===== src/rtl/sprite_motion_ctrl.sv =====
// Frame-synchronous sprite position controller: manual push-button moves or
// autonomous diagonal bounce, with edge clamping, one update per accepted frame group.
module sprite_motion_ctrl #(
  parameter int H_ACTIVE        = 640,
  parameter int V_ACTIVE        = 480,
  parameter int SIZE            = 50,
  parameter int STEP            = 3,
  parameter int X_INIT          = 300,
  parameter int Y_INIT          = 220,
  parameter int FRAMES_PER_STEP = 1
) (
  input  logic       CLK_25,
  input  logic       RST,
  input  logic       frame_tick,
  input  logic [3:0] KEY,
  input  logic       mode,
  output logic [9:0] x_pos,
  output logic [9:0] y_pos,
  output logic       upd,
  output logic       edge_hit
);

  localparam int         FCNT_W    = (FRAMES_PER_STEP > 1) ? $clog2(FRAMES_PER_STEP) : 1;
  localparam logic [FCNT_W-1:0] FCNT_LAST = FCNT_W'(FRAMES_PER_STEP - 1);
  localparam logic [9:0] X_MAX_C   = 10'(H_ACTIVE - SIZE);
  localparam logic [9:0] Y_MAX_C   = 10'(V_ACTIVE - SIZE);
  localparam logic [9:0] STEP_C    = 10'(STEP);
  localparam logic [10:0] STEP_W_C = 11'(STEP);
  localparam logic [9:0] X_INIT_C  = 10'(X_INIT);
  localparam logic [9:0] Y_INIT_C  = 10'(Y_INIT);

  typedef enum logic [1:0] {
    ST_IDLE   = 2'd0,
    ST_SAMPLE = 2'd1,
    ST_CALC   = 2'd2,
    ST_COMMIT = 2'd3
  } state_t;

  state_t              state_r, state_s;
  logic [3:0]          key_meta_r, key_sync_r;
  logic                mode_meta_r, mode_sync_r;
  logic [FCNT_W-1:0]   fcnt_r;
  logic                cmd_mode_r;
  logic [3:0]          cmd_req_r;
  logic                dx_r, dy_r;
  logic [9:0]          nx_r, ny_r, nx_s, ny_s;
  logic                ndx_r, ndy_r, ndx_s, ndy_s;
  logic                flip_r, flip_s;
  logic                tick_ok_s, upd_tick_s;
  logic                hit_x_s, hit_y_s;

  // Comparisons are done 11 bits wide so the sum never wraps before clamping.
  function automatic logic [9:0] inc_f(input logic [9:0] v, input logic [9:0] lim);
    if (({1'b0, v} + STEP_W_C) < {1'b0, lim}) inc_f = v + STEP_C;
    else                                       inc_f = lim;
  endfunction

  function automatic logic [9:0] dec_f(input logic [9:0] v);
    if (v > STEP_C) dec_f = v - STEP_C;
    else            dec_f = 10'd0;
  endfunction

  assign tick_ok_s  = (state_r == ST_IDLE) && frame_tick;
  assign upd_tick_s = tick_ok_s && (fcnt_r == FCNT_LAST);

  // Two-flop synchronizers for the asynchronous board inputs.
  always_ff @(posedge CLK_25) begin
    if (RST) begin
      key_meta_r  <= 4'b1111;
      key_sync_r  <= 4'b1111;
      mode_meta_r <= 1'b0;
      mode_sync_r <= 1'b0;
    end else begin
      key_meta_r  <= KEY;
      key_sync_r  <= key_meta_r;
      mode_meta_r <= mode;
      mode_sync_r <= mode_meta_r;
    end
  end

  // Next-state logic of the update sequencer.
  always_comb begin
    state_s = state_r;
    case (state_r)
      ST_IDLE: begin
        if (upd_tick_s) state_s = ST_SAMPLE;
        else            state_s = ST_IDLE;
      end
      ST_SAMPLE: state_s = ST_CALC;
      ST_CALC:   state_s = ST_COMMIT;
      ST_COMMIT: state_s = ST_IDLE;
      default:   state_s = ST_IDLE;
    endcase
  end

  // State register, frame divider, and command capture on the entering edge of SAMPLE.
  always_ff @(posedge CLK_25) begin
    if (RST) begin
      state_r    <= ST_IDLE;
      fcnt_r     <= '0;
      cmd_mode_r <= 1'b0;
      cmd_req_r  <= 4'b0000;
    end else begin
      state_r <= state_s;
      if (tick_ok_s) begin
        if (fcnt_r == FCNT_LAST) fcnt_r <= '0;
        else                     fcnt_r <= fcnt_r + FCNT_W'(1);
      end
      if (upd_tick_s) begin
        cmd_mode_r <= mode_sync_r;
        cmd_req_r  <= ~key_sync_r;
      end
    end
  end

  assign hit_x_s = dx_r ? (({1'b0, x_pos} + STEP_W_C) >= {1'b0, X_MAX_C}) : (x_pos <= STEP_C);
  assign hit_y_s = dy_r ? (({1'b0, y_pos} + STEP_W_C) >= {1'b0, Y_MAX_C}) : (y_pos <= STEP_C);

  // Next position/direction: bounce moves both axes, manual moves one axis by priority.
  always_comb begin
    nx_s   = x_pos;
    ny_s   = y_pos;
    ndx_s  = dx_r;
    ndy_s  = dy_r;
    flip_s = 1'b0;
    if (cmd_mode_r) begin
      nx_s   = dx_r ? inc_f(x_pos, X_MAX_C) : dec_f(x_pos);
      ny_s   = dy_r ? inc_f(y_pos, Y_MAX_C) : dec_f(y_pos);
      ndx_s  = dx_r ^ hit_x_s;
      ndy_s  = dy_r ^ hit_y_s;
      flip_s = hit_x_s | hit_y_s;
    end else begin
      if (cmd_req_r[3])      nx_s = dec_f(x_pos);
      else if (cmd_req_r[2]) nx_s = inc_f(x_pos, X_MAX_C);
      else if (cmd_req_r[1]) ny_s = inc_f(y_pos, Y_MAX_C);
      else if (cmd_req_r[0]) ny_s = dec_f(y_pos);
      else begin
        nx_s = x_pos;
        ny_s = y_pos;
      end
    end
  end

  // Calculation registers loaded during SAMPLE, committed to the outputs from CALC.
  always_ff @(posedge CLK_25) begin
    if (RST) begin
      nx_r     <= X_INIT_C;
      ny_r     <= Y_INIT_C;
      ndx_r    <= 1'b1;
      ndy_r    <= 1'b1;
      flip_r   <= 1'b0;
      x_pos    <= X_INIT_C;
      y_pos    <= Y_INIT_C;
      dx_r     <= 1'b1;
      dy_r     <= 1'b1;
      upd      <= 1'b0;
      edge_hit <= 1'b0;
    end else begin
      if (state_r == ST_SAMPLE) begin
        nx_r   <= nx_s;
        ny_r   <= ny_s;
        ndx_r  <= ndx_s;
        ndy_r  <= ndy_s;
        flip_r <= flip_s;
      end
      if (state_r == ST_CALC) begin
        x_pos <= nx_r;
        y_pos <= ny_r;
        dx_r  <= ndx_r;
        dy_r  <= ndy_r;
      end
      upd      <= (state_r == ST_CALC);
      edge_hit <= (state_r == ST_CALC) && flip_r;
    end
  end

endmodule


===== config.mk =====
export PLATFORM = sky130hd
export DESIGN_NAME = sprite_motion_ctrl
export DESIGN_NICKNAME = d
export VERILOG_FILES = /design/src/rtl/sprite_motion_ctrl.sv
export SDC_FILE = /design/constraint.sdc
export NUM_CORES = 1
export LEC_CHECK = 0
export CELL_PAD_IN_SITES_DETAIL_PLACEMENT = 0
export CELL_PAD_IN_SITES_GLOBAL_PLACEMENT = 1
export CORE_UTILIZATION = 42
export DETAILED_ROUTE_END_ITERATION = 12
export DONT_BUFFER_PORTS = 1
export GPL_TIMING_DRIVEN = 0
export PLACE_DENSITY_LB_ADDON = 0.1
export REMOVE_ABC_BUFFERS = 1
export SYNTH_ARGS = -nofsm -noshare
export SYNTH_HDL_FRONTEND = slang
export SYNTH_SLANG_ARGS = --single-unit

===== constraint.sdc =====
create_clock -name CLK_25 -period 2.7 [get_ports CLK_25]
set_input_delay 0.675 -clock CLK_25 [delete_from_list [all_inputs] [get_ports CLK_25]]
set_output_delay 0.675 -clock CLK_25 [all_outputs]
set_load 0.02 [all_outputs]

# After elaboration in Yosys (flattened, before gate mapping)
# Index checks and enable logic that the tools add are counted.
[totals] reg_bits=65 in_bits=8 out_inout_bits=22
[op_classes] add_sub_neg=7 n_lt_le_gt_ge=8 eq_ne=3 n_mux=22 bitwise=5 n_reduce_logical=4
[ops] cell="10-bit two-way mux" count=14
[ops] cell="10-bit by 2-bit adder with 11-bit output, second input constant" count=2
[ops] cell="10-bit by 2-bit adder with 10-bit output, second input constant" count=2
[ops] cell="10-bit by 2-bit > comparator with 1-bit output, second input constant" count=2
[ops] cell="10-bit by 2-bit less-or-equal comparator with 1-bit output, second input constant" count=2
[ops] cell="10-bit by 2-bit subtractor with 10-bit output, second input constant" count=2
[ops] cell="11-bit by 10-bit greater-or-equal comparator with 1-bit output, second input constant" count=1
[ops] cell="11-bit by 9-bit greater-or-equal comparator with 1-bit output, second input constant" count=1
[ops] cell="11-bit by 10-bit < comparator with 1-bit output, second input constant" count=1
[ops] cell="11-bit by 9-bit < comparator with 1-bit output, second input constant" count=1
[ops] cell="2-bit one-hot mux with 4 select lines" count=1
[ops] cell="1-bit two-way mux" count=7
[ops] cell="2-bit equality test, second input constant" count=2
[ops] cell="4-bit inverter" count=1
[ops] cell="1-bit logical AND" count=3
[ops] cell="2-bit by 1-bit equality test with 1-bit output, second input constant" count=1
[ops] cell="2-bit zero test" count=1
[ops] cell="1-bit bitwise XOR" count=2
[ops] cell="1-bit adder, second input constant" count=1
[ops] cell="1-bit inverter" count=1
[ops] cell="1-bit bitwise OR" count=1

# Longest topological paths before layout
# Gate-level depths: netlist (run 1).
[logic_depth] ltp_word=7 mapped_depth=11 ltp_nobuf=9

# Least setup slack after synthesis (run 1)
# Ideal clock, no wire load.
[synth_path] path_type="flip-flop to flip-flop" start="reg x_pos[0]" end="reg nx_r[0]" arrival_time_ns=2.670 path_slack_ns=-0.099 stages_incl_launch_ff=12 path_buffers=2 period_less_slack_ns=2.799 path_cell_list="dfxtp_1 -> clkbuf_1 -> inv_1 -> ha_1 -> clkbuf_1 -> nor3b_1 -> o2111ai_1 -> a2111o_1 -> o21a_1 -> and3_1 -> o311ai_1 -> nand3_1"
[synth_via] elab_chain_len=6 elab_cells_between_ends=11 classes_between="add/sub (3); order compare (2); mux (6)"
[synth_rtl] element="start, declared" line_no="17" text="output logic [9:0] x_pos,"
[synth_rtl] element="start signal, assigned" line_no="167" text="x_pos <= nx_r;"
[synth_rtl] element="10-bit by 2-bit adder with 11-bit output" line_no="54" text="if (({1'b0, v} + STEP_W_C) < {1'b0, lim}) inc_f = v + STEP_C;"
[synth_rtl] element="11-bit by 10-bit < comparator with 1-bit output" line_no="54"
[synth_rtl] element="10-bit two-way mux" line_no="54"
[synth_rtl] element="10-bit two-way mux" line_no="134" text="else if (cmd_req_r[2]) nx_s = inc_f(x_pos, X_MAX_C);"
[synth_rtl] element="10-bit two-way mux" line_no="133" text="if (cmd_req_r[3]) nx_s = dec_f(x_pos);"
[synth_rtl] element="10-bit two-way mux *" line_no="126" text="if (cmd_mode_r) begin"
[synth_rtl] element="end signal, assigned" line_no="160" text="nx_r <= nx_s;"
[synth_rtl] element="end, declared" line_no="46" text="logic [9:0] nx_r, ny_r, nx_s, ny_s;"
# Every way passes the cells marked *; elsewhere a longest branch is shown, timed or not.
# A chain may end at the register's enable or synchronous reset.

# Final worst setup path (run 1)
[layout_path] start="reg x_pos[7]" end="reg nx_r[3]"
# Same word-level chain as after synthesis.

==> metrics.yaml, run 1 <==
synth:
  synth_adder_area_share: 0.0261
  synth.area.top_cells: "dfxtp_1 30%, nor2_1 6.1%, mux2i_1 5.8%"
  syn_area_mm2: 0.00431
  synthFlopType: "dfxtp_1"
  synth_top_family_by_area: "simple AND/OR/NAND/NOR gates"
  syn_area_per_cell_um2: 7.72
  synthCells: 559
  synth_top_area_share: 0.297
  synth-seq-area-share: 0.297
  synth_seq_cells: 64
  async_flop_share: 0
  synth_compound_area_frac: 0.253
  yosysWarnings: 0
  synthSimpleGateAreaFrac: 0.256
  synth_top_area_cell: "dfxtp_1"
  synth.area.mux_share: 0.0606
  synth-edff-count: 0
  synth_xor_area_frac: 0.0467
  ys_types: 70
critical_path:
  cp-end-kind: "flop"
  arrival_ns: 2.76
  crit_path_start_kind: "flop"
  cp_max_fo: 11
  crit_type: "flop to flop"
  crit_required_ns: 2.92
  slowest_delay_ns: 0.68
  crit_path_cell_trace: "inv_1 > nor4_1 > o211a_1 > o21a_2 > and2_1 > a21oi_1 > a2111o_1"
  slowest_stage: "dfxtp_1"
  r2r_cells: 7
clock_tree:
  clk_latency_ns: 0.34
  clk_path_buf_depth: 2
  cts_max_level: 3
  clock-sinks: 64
  cts_buffers: 9
  tritoncts: "done"
  clockRootBuffer: "clkbuf_8"
  holdBufCountCts: 0
  cts.clk_slew.worst_paths_ns: 0.07
pwr:
  p_leak_uw: 0.00161
  vdd_ir_drop_max_mv: 0.400
  p_total_uw: 2120
  power_density_mw_per_mm2: 453
sta:
  rsz0062_at_grt: "no"
  max_freq_mhz: 392
  fin_ws_ns: 0.151
  tightest_slew_ns: 1.18
  setup_violations: 0
  slew_viol_final: 0
  finalCritPeriodShare: 0.944
  skew_ns: 0.00885
  max-slew-margin-rel: 0.209
  hold_viol: 0
  period_minus_slack_ns: 2.55
drt:
  drc: 0
  first_iter_violations: 367
  wl_per_cell_um: 19.6
  wirelength_um: 13200
  ant_nets: 0
  dr.pass1.iters: 5
  viasPerCell: 6.25
  dr_total_vias: 4193
layout:
  regArea_mm2: 0.00132
  antenna_cells: 0
  drive_gt1_frac: 0.151
  multi_input_area_mm2: 0.00283
  nets: 550
  instances_no_fill: 671
  area_growth_pct: 8.41
  nFillCells: 979
  design_area_mm2: 0.00468
floorplan:
  dieWidth_um: 103
  io_pins: 30
  core-area_mm2: 0.00986
  rows: 36
  die-area_mm2: 0.0107
  start_util: 0.437
  die_h_um: 103
grt:
  grt_max_degree: 52
  grt_pass1_vias: 3805
  grt_util_all_layers: 0.253
  antenna_found_initial: 0
  grt_overflow: 0
  grt_pass1_wl_um: 20500
place:
  place_congestion: 0.849
  port-buffer-count: 0
  hpwl_um: 8510
  place_area_mm2: 0.00428
  place_inst: 643
  pre_cts_slack_ns: -0.620
run:
  max-cap-violations: 0
min_path:
  hold_depth: 1
  min_path_type: "input pin to flop"
status:
  outcome: "complete, no violations"
==> metal layers <==
metal / vias up / share of wire / GRT usage
met5: - / 0 / 0
met4: 0 / 0.012 / 0.0715
met3: 18 / 0.055 / 0.0423
met2: 148 / 0.44 / 0.386
met1: 2032 / 0.49 / 0.365
li1: 1995 / - / -
==> metrics by stage <==
| stage | util | hold WS (ns) | TNS, ns |
|---|---|---|---|
| after floorplan | - | 0.385 | 0 |
| after global placement | 0.434 | 0.385 | -6.06 |
| after detailed placement | 0.434 | 0.394 | -6.56 |
| final | 0.474 | 0.400 | 0 |
| after global routing | 0.474 | 0.376 | 0 |
| after CTS | 0.463 | 0.384 | -0.0385 |
==> cell families (layout without fill, tap and decap cells) <==
| group | count (synthesis) | count (layout) |
|---|---|---|
| flip-flops | 64 | 64 |
| buffers and inverters | 64 | 43 |
| XOR/XNOR | 23 | 23 |
| multiplexers | 26 | 26 |
| AO/OA/AOI/OAI | 158 | 158 |
| adder cells (fa/ha/maj) | 9 | 9 |
| AND/OR/NAND/NOR | 215 | 215 |
==> layout by cell type (no fill, tap or decap), types with 6 or more instances in the layout <==
cell type,instances
dfxtp_4,7
a21oi_1,27
a31oi_1,16
buf_4,8
clkbuf_8,10
dfxtp_1,46
inv_1,14
nand3_1,9
or2_2,13
o31ai_1,6
nor2b_1,7
nor3_1,17
o211ai_1,11
o21ai_0,32
nand2_1,45
a211oi_1,9
and2_1,6
xnor2_1,16
nor2_1,68
xor2_1,7
or3_1,8
mux2i_1,24
dfxtp_2,11
==> path summary, 6_finish.rpt <==
check           startpoint      endpoint  slack, ns
min                    RST      y_pos[1]       0.40
max               x_pos[7]       nx_r[3]       0.15
min reg2reg  key_sync_r[1]  cmd_req_r[1]       0.40
max reg2reg       x_pos[7]       nx_r[3]       0.15
==> state kept, by name, indices dropped and copies added, names as in the netlist, 2 cells and up <==
register and count:
cmd_req_r 4, key_meta_r 4, ny_r 10, y_pos 10
x_pos 10, state_r 2, key_sync_r 4, nx_r 10
==> where the power goes <==
group	switching (uW)	internal (uW)
Sequential	32.2	966
Clock	383	544
Combinational	122	70.4
==> cells in the mapped netlist (all sizes together), types with 3 or more instances <==
cell type / instances
o21a: 4
inv: 15
nor3b: 5
buf: 19
nor4: 5
or2: 13
xor2: 7
nand2: 46
dfxtp: 64
a211oi: 9
mux2i: 25
nor2: 70
o211ai: 11
a2111o: 3
nor4b: 3
o31ai: 6
clkbuf: 30
a211o: 3
and3b: 3
o2111ai: 5
a31oi: 16
ha: 9
a221oi: 6
nand4: 5
o21ai: 32
and2: 6
nand2b: 4
and3: 5
xnor2: 16
nor2b: 8
nor3: 17
o311ai: 3
or3: 8
o221ai: 4
a21o: 4
a21oi: 27
nand3: 9
==> area by class of cell <==
cell class / count / share of cell area
clock inverter: 5 / 0.0171
inverter: 15 / 0.0128
timing repair buffer: 12 / 0.0171
multi-input combinational: 431 / 0.605
clock buffer: 11 / 0.0302
tap: 133 / 0.0356
sequential: 64 / 0.283
==> worst max-delay path: cells and delay by family (launching register included) <==
kind	cells	cell delay (ns)
AO/OA/AOI/OAI	4	0.89
flip-flops	1	0.68
AND/OR/NAND/NOR	2	0.65
buffers and inverters	1	0.21
==> repair_timing <==
action                                 in CTS  in global routing
resized for setup                          26                 15
buffers inserted                            2                 10
endpoints found under the hold margin       0                  0
setup endpoints to repair                  20                 16
pin swaps                                   1                  0
(Power assumes the default switching activity.)
==> run 2: changes to the inputs <==
--- a/config.mk
+++ b/config.mk
@@ -8,6 +8,7 @@
 export CELL_PAD_IN_SITES_DETAIL_PLACEMENT = 0
 export CELL_PAD_IN_SITES_GLOBAL_PLACEMENT = 1
 export CORE_UTILIZATION = 42
+export CTS_BUF_LIST = sky130_fd_sc_hd__clkbuf_4 sky130_fd_sc_hd__clkbuf_8 sky130_fd_sc_hd__clkbuf_16
 export DETAILED_ROUTE_END_ITERATION = 12
 export DONT_BUFFER_PORTS = 1
 export GPL_TIMING_DRIVEN = 0
==> metrics.yaml, run 2 (synthesis results as in run 1) <==
sta:
  setup_violations: 0
  whs_ns: 0.399
  skew_ns: 0.00817
  hold_viol: 0
  slew_viol_final: 0
  max_freq_mhz: 393
  period_minus_slack_ns: 2.54
  rsz0062_at_grt: "no"
  finalCritPeriodShare: 0.942
  tightest_slew_ns: 1.17
  max-slew-margin-rel: 0.216
  fin_setup_tns_ns: 0
critical_path:
  cp-end-kind: "flop"
  slowest_delay_ns: 0.68
  reg2reg_to: "nx_r[3]"
  arrival_ns: 2.76
  r2r-start: "x_pos[7]"
  cp_max_fo: 11
  endpoint: "nx_r[3]"
  r2r_cells: 7
  crit_required_ns: 2.92
  crit_type: "flop to flop"
  r2r_setup_slack_ns: 0.16
  crit_path_cell_trace: "inv_1 > nor4_1 > o211a_1 > o21a_2 > and2_1 > a21oi_1 > a2111o_1"
  crit_start: "x_pos[7]"
  slowest_stage: "dfxtp_1"
  crit_path_start_kind: "flop"
floorplan:
  core-area_mm2: 0.00986
  die_h_um: 103
  rows: 36
  dieWidth_um: 103
  start_util: 0.437
  die-area_mm2: 0.0107
  io_pins: 30
drt:
  dr.pass1.iters: 5
  wirelength_um: 13200
  dr_total_vias: 4195
  ant_nets: 0
  wl_per_cell_um: 19.6
  drc: 0
  viasPerCell: 6.25
  first_iter_violations: 368
run:
  max-cap-violations: 0
place:
  hpwl_um: 8510
  port-buffer-count: 0
  place_congestion: 0.849
layout:
  nets: 550
  antenna_cells: 0
  drive_gt1_frac: 0.152
  area_growth_pct: 8.50
  most-common-layout-cells: "68 x nor2_1, 46 x dfxtp_1, 45 x nand2_1"
  layout_commonest_cell: "nor2_1"
grt:
  grt_pass1_vias: 3805
  grt_overflow: 0
  grt_util_all_layers: 0.253
  grt_pass1_wl_um: 20500
  grt_use_met1: 0.365
  use_met2: 0.386
  gr-usage-met3: 0.0423
  antenna_found_initial: 0
  grt_max_degree: 52
  grt.busiest_layer: "met2"
clock_tree:
  clock-sinks: 64
  holdBufCountCts: 0
  clk_latency_ns: 0.34
  cts_max_level: 3
  clockRootBuffer: "clkbuf_8"
  cts.clk_slew.worst_paths_ns: 0.07
  tritoncts: "done"
  cts_buffers: 9
  clk_path_buf_depth: 2
min_path:
  min_path_type: "input pin to flop"
pwr:
  power_density_mw_per_mm2: 454
  vdd_ir_drop_max_mv: 0.400
  p_leak_uw: 0.00161
status:
  outcome: "complete, no violations"
[run 2: cell counts in the layout (fill, tap and decap cells not counted)]
Identical to the previous run, type by type.
[run 2: worst max-delay path, delay by kind of cell (launching register included)]
kind	cells	cell delay [ns]
buffers and inverters	1	0.21
AND/OR/NAND/NOR	2	0.65
flip-flops	1	0.68
AO/OA/AOI/OAI	4	0.89
[run 2: layer usage]
| metal | part of all wire | vias to the layer above |
|---|---|---|
| met5 | 0 | - |
| met4 | 0.011 | 0 |
| met3 | 0.061 | 16 |
| met2 | 0.44 | 161 |
| met1 | 0.49 | 2022 |
| li1 | - | 1996 |
[run 2: what timing repair did]
action | CTS | global route
cloned | 0 | 0
setup buffers | 2 | 10
pin swaps | 1 | 0
endpoints found under the setup margin | 20 | 16
gates resized for setup | 26 | 15
[run 2: final cells by class]
type | instances | area [um2]
clock buffers | 11 | 145
clock inverters | 5 | 80.1
fillers | 977 | 5180
inverters | 15 | 60.1
multi-input cells | 431 | 2830
flip-flops and latches | 64 | 1320
well taps | 133 | 166
repair buffers | 12 | 80.1
[run 2: how the worst min path moves through the flow]
stage                    to           from  slack (ns)  cells after the start
4_1_cts            y_pos[8]            RST        0.38                      1
3_3_place_gp   cmd_req_r[1]  key_sync_r[1]        0.39                      1
6_report           y_pos[8]            RST        0.40                      1
3_5_place_dp   cmd_req_r[1]  key_sync_r[1]        0.39                      1
5_1_grt            y_pos[8]            RST        0.38                      1
2_1_floorplan  cmd_req_r[0]  key_sync_r[0]        0.38                      1
[run 2: metrics by stage]
step	power [uW]	setup WS [ns]	area [um2]	util	instances
finish	2130	0.157	4680	0.475	671
global route	2220	0.00389	4680	0.475	671
CTS	2140	-0.0254	4570	0.463	661
detailed placement	1210	-0.620	4280	0.434	643
global placement	1200	-0.574	4280	0.434	643
floorplan	1150	0.0583	4110	-	510
[run 2: where the power goes]
part / internal [uW] / leakage, uW / switching (uW)
registers: 966 / 0.000524 / 32.2
logic: 70.4 / 0.000976 / 121
clock network: 554 / 0.000109 / 381
==> run 3: changes to the inputs <==
--- a/config.mk
+++ b/config.mk
@@ -12,7 +12,7 @@
 export DETAILED_ROUTE_END_ITERATION = 12
 export DONT_BUFFER_PORTS = 1
 export GPL_TIMING_DRIVEN = 0
-export PLACE_DENSITY_LB_ADDON = 0.1
+export PLACE_DENSITY = 0.72
 export REMOVE_ABC_BUFFERS = 1
 export SYNTH_ARGS = -nofsm -noshare
 export SYNTH_HDL_FRONTEND = slang
==> constraint.sdc (replaced) <==
create_clock -name CLK_25 -period 3.3 [get_ports CLK_25]
set_input_delay 0.825 -clock CLK_25 [delete_from_list [all_inputs] [get_ports CLK_25]]
set_output_delay 0.825 -clock CLK_25 [all_outputs]
set_load 0.02 [all_outputs]
==> metrics.yaml, run 3 (synthesis results as in run 1) <==
pwr:
  pwr-share-comb: 0.088
  p_int_uw: 1200
  p_clk_frac: 0.424
  swShare: 0.286
  power_frac_seq: 0.488
  power_density_mw_per_mm2: 375
  switching_power_uw: 482
  vdd_ir_drop_max_mv: 0.228
  p_leak_uw: 0.00153
drt:
  dr.pass1.iters: 7
  first_iter_violations: 328
  wirelength_um: 12900
  dr_wl_met3_um: 686
  top_layer_used: "met4"
  ant_nets: 0
  dr_total_vias: 4117
  viasPerCell: 6.25
  wl_per_cell_um: 19.6
  drc: 0
  wl_met1_um: 6250
  route.met2.wl_um: 5780
grt:
  grt_max_degree: 52
  grt_pass1_wl_um: 20700
  antenna_found_initial: 0
  grt_pass1_vias: 3811
  grt_overflow: 0
  grt_util_all_layers: 0.253
layout:
  area_growth_pct: 4.26
  nets: 538
  most-common-layout-cells: "70 x nor2_1, 56 x dfxtp_1, 45 x nand2_1"
  drive_gt1_frac: 0.0913
  layout_commonest_cell: "nor2_1"
  fin_util: 0.456
  design_area_mm2: 0.00450
  antenna_cells: 0
sta:
  max-slew-margin-rel: 0.268
  fin_setup_tns_ns: 0
  setup_violations: 0
  slew_viol_final: 0
  max_freq_mhz: 326
  tightest_slew_ns: 1.09
  whs_ns: 0.402
  hold_viol: 0
  period_minus_slack_ns: 3.06
  finalCritPeriodShare: 0.928
  rsz0062_at_grt: "no"
  fin_ws_ns: 0.237
  skew_ns: 0.00941
critical_path:
  crit_required_ns: 3.55
  crit_type: "flop to flop"
  r2r_setup_slack_ns: 0.24
  arrival_ns: 3.31
  cp-end-kind: "flop"
  r2r-start: "y_pos[5]"
  endpoint: "ny_r[3]"
  crit_path_start_kind: "flop"
  cp_max_fo: 11
  crit_start: "y_pos[5]"
  r2r_cells: 7
  reg2reg_to: "ny_r[3]"
clock_tree:
  holdBufCountCts: 0
  clk_latency_ns: 0.36
  cts_max_level: 3
  cts_buffers: 9
  clock-sinks: 64
  cts_setup_buffers: 0
  clk_path_buf_depth: 2
  cts.clk_slew.worst_paths_ns: 0.09
  tritoncts: "done"
  clockRootBuffer: "clkbuf_8"
floorplan:
  start_util: 0.437
  io_pins: 30
  die-area_mm2: 0.0107
  rows: 36
  core-area_mm2: 0.00986
  dieWidth_um: 103
  die_h_um: 103
place:
  place_congestion: 0.856
  port-buffer-count: 0
  pre_cts_slack_ns: -0.0505
  place_area_mm2: 0.00428
  hpwl_um: 8360
run:
  max-cap-violations: 0
status:
  outcome: "complete, no violations"
min_path:
  min_path_type: "flop to flop"
  hold_depth: 1
[run 3: cell types whose count changed in the layout (fill, tap and decap cells not counted), moves of 3 or more]
cell	change
dfxtp_4	-7
ha_1	+3
dfxtp_2	-3
buf_4	-8
dfxtp_1	+10
[run 3: layer usage]
metal | GRT usage | up-vias
met5 | 0 | -
met4 | 0.0834 | 0
met3 | 0.0329 | 18
met2 | 0.385 | 121
met1 | 0.368 | 2011
li1 | - | 1967
[run 3: per-stage QoR]
step                cells  power, uW
global placement      643        983
global route          659       1750
finish                659       1690
detailed placement    643        986
floorplan             510        937
CTS                   659       1690
[run 3: critical path, cell delays in order (launching register included)]
cell      delay (ns)
dfxtp_1         0.76
nand3_1         0.30
nor3_1          0.34
mux2i_2         0.49
nand2_1         0.13
nor2_1          0.45
a31oi_1         0.15
a2111o_1        0.33
[run 3: cell type report]
cell class | instances | area, um2
fillers | 1038 | 5370
multi-input cells | 431 | 2780
flip-flops and latches | 64 | 1290
well taps | 133 | 166
clock buffers | 9 | 124
clock inverters | 7 | 80.1
inverters | 15 | 56.3
[run 3: worst min path at each step]
stage | from | to | slack (ns)
CTS | key_sync_r[3] | cmd_req_r[3] | 0.40
floorplan | key_sync_r[0] | cmd_req_r[0] | 0.38
detailed placement | key_sync_r[3] | cmd_req_r[3] | 0.39
global route | key_sync_r[2] | cmd_req_r[2] | 0.41
global placement | key_sync_r[1] | cmd_req_r[1] | 0.39
finish | key_sync_r[3] | cmd_req_r[3] | 0.40
[run 3: repair_timing]
action,4_1_cts,5_1_grt
cloned,0,0
gates resized for setup,1,8
endpoints found under the setup margin,1,11
[run 3: power groups by stage]
stage	registers [uW]	logic, uW	clock network [uW]
global route	826	163	758
global placement	839	144	0
floorplan	831	107	0
CTS	822	146	723
finish	823	149	714
detailed placement	840	146	0
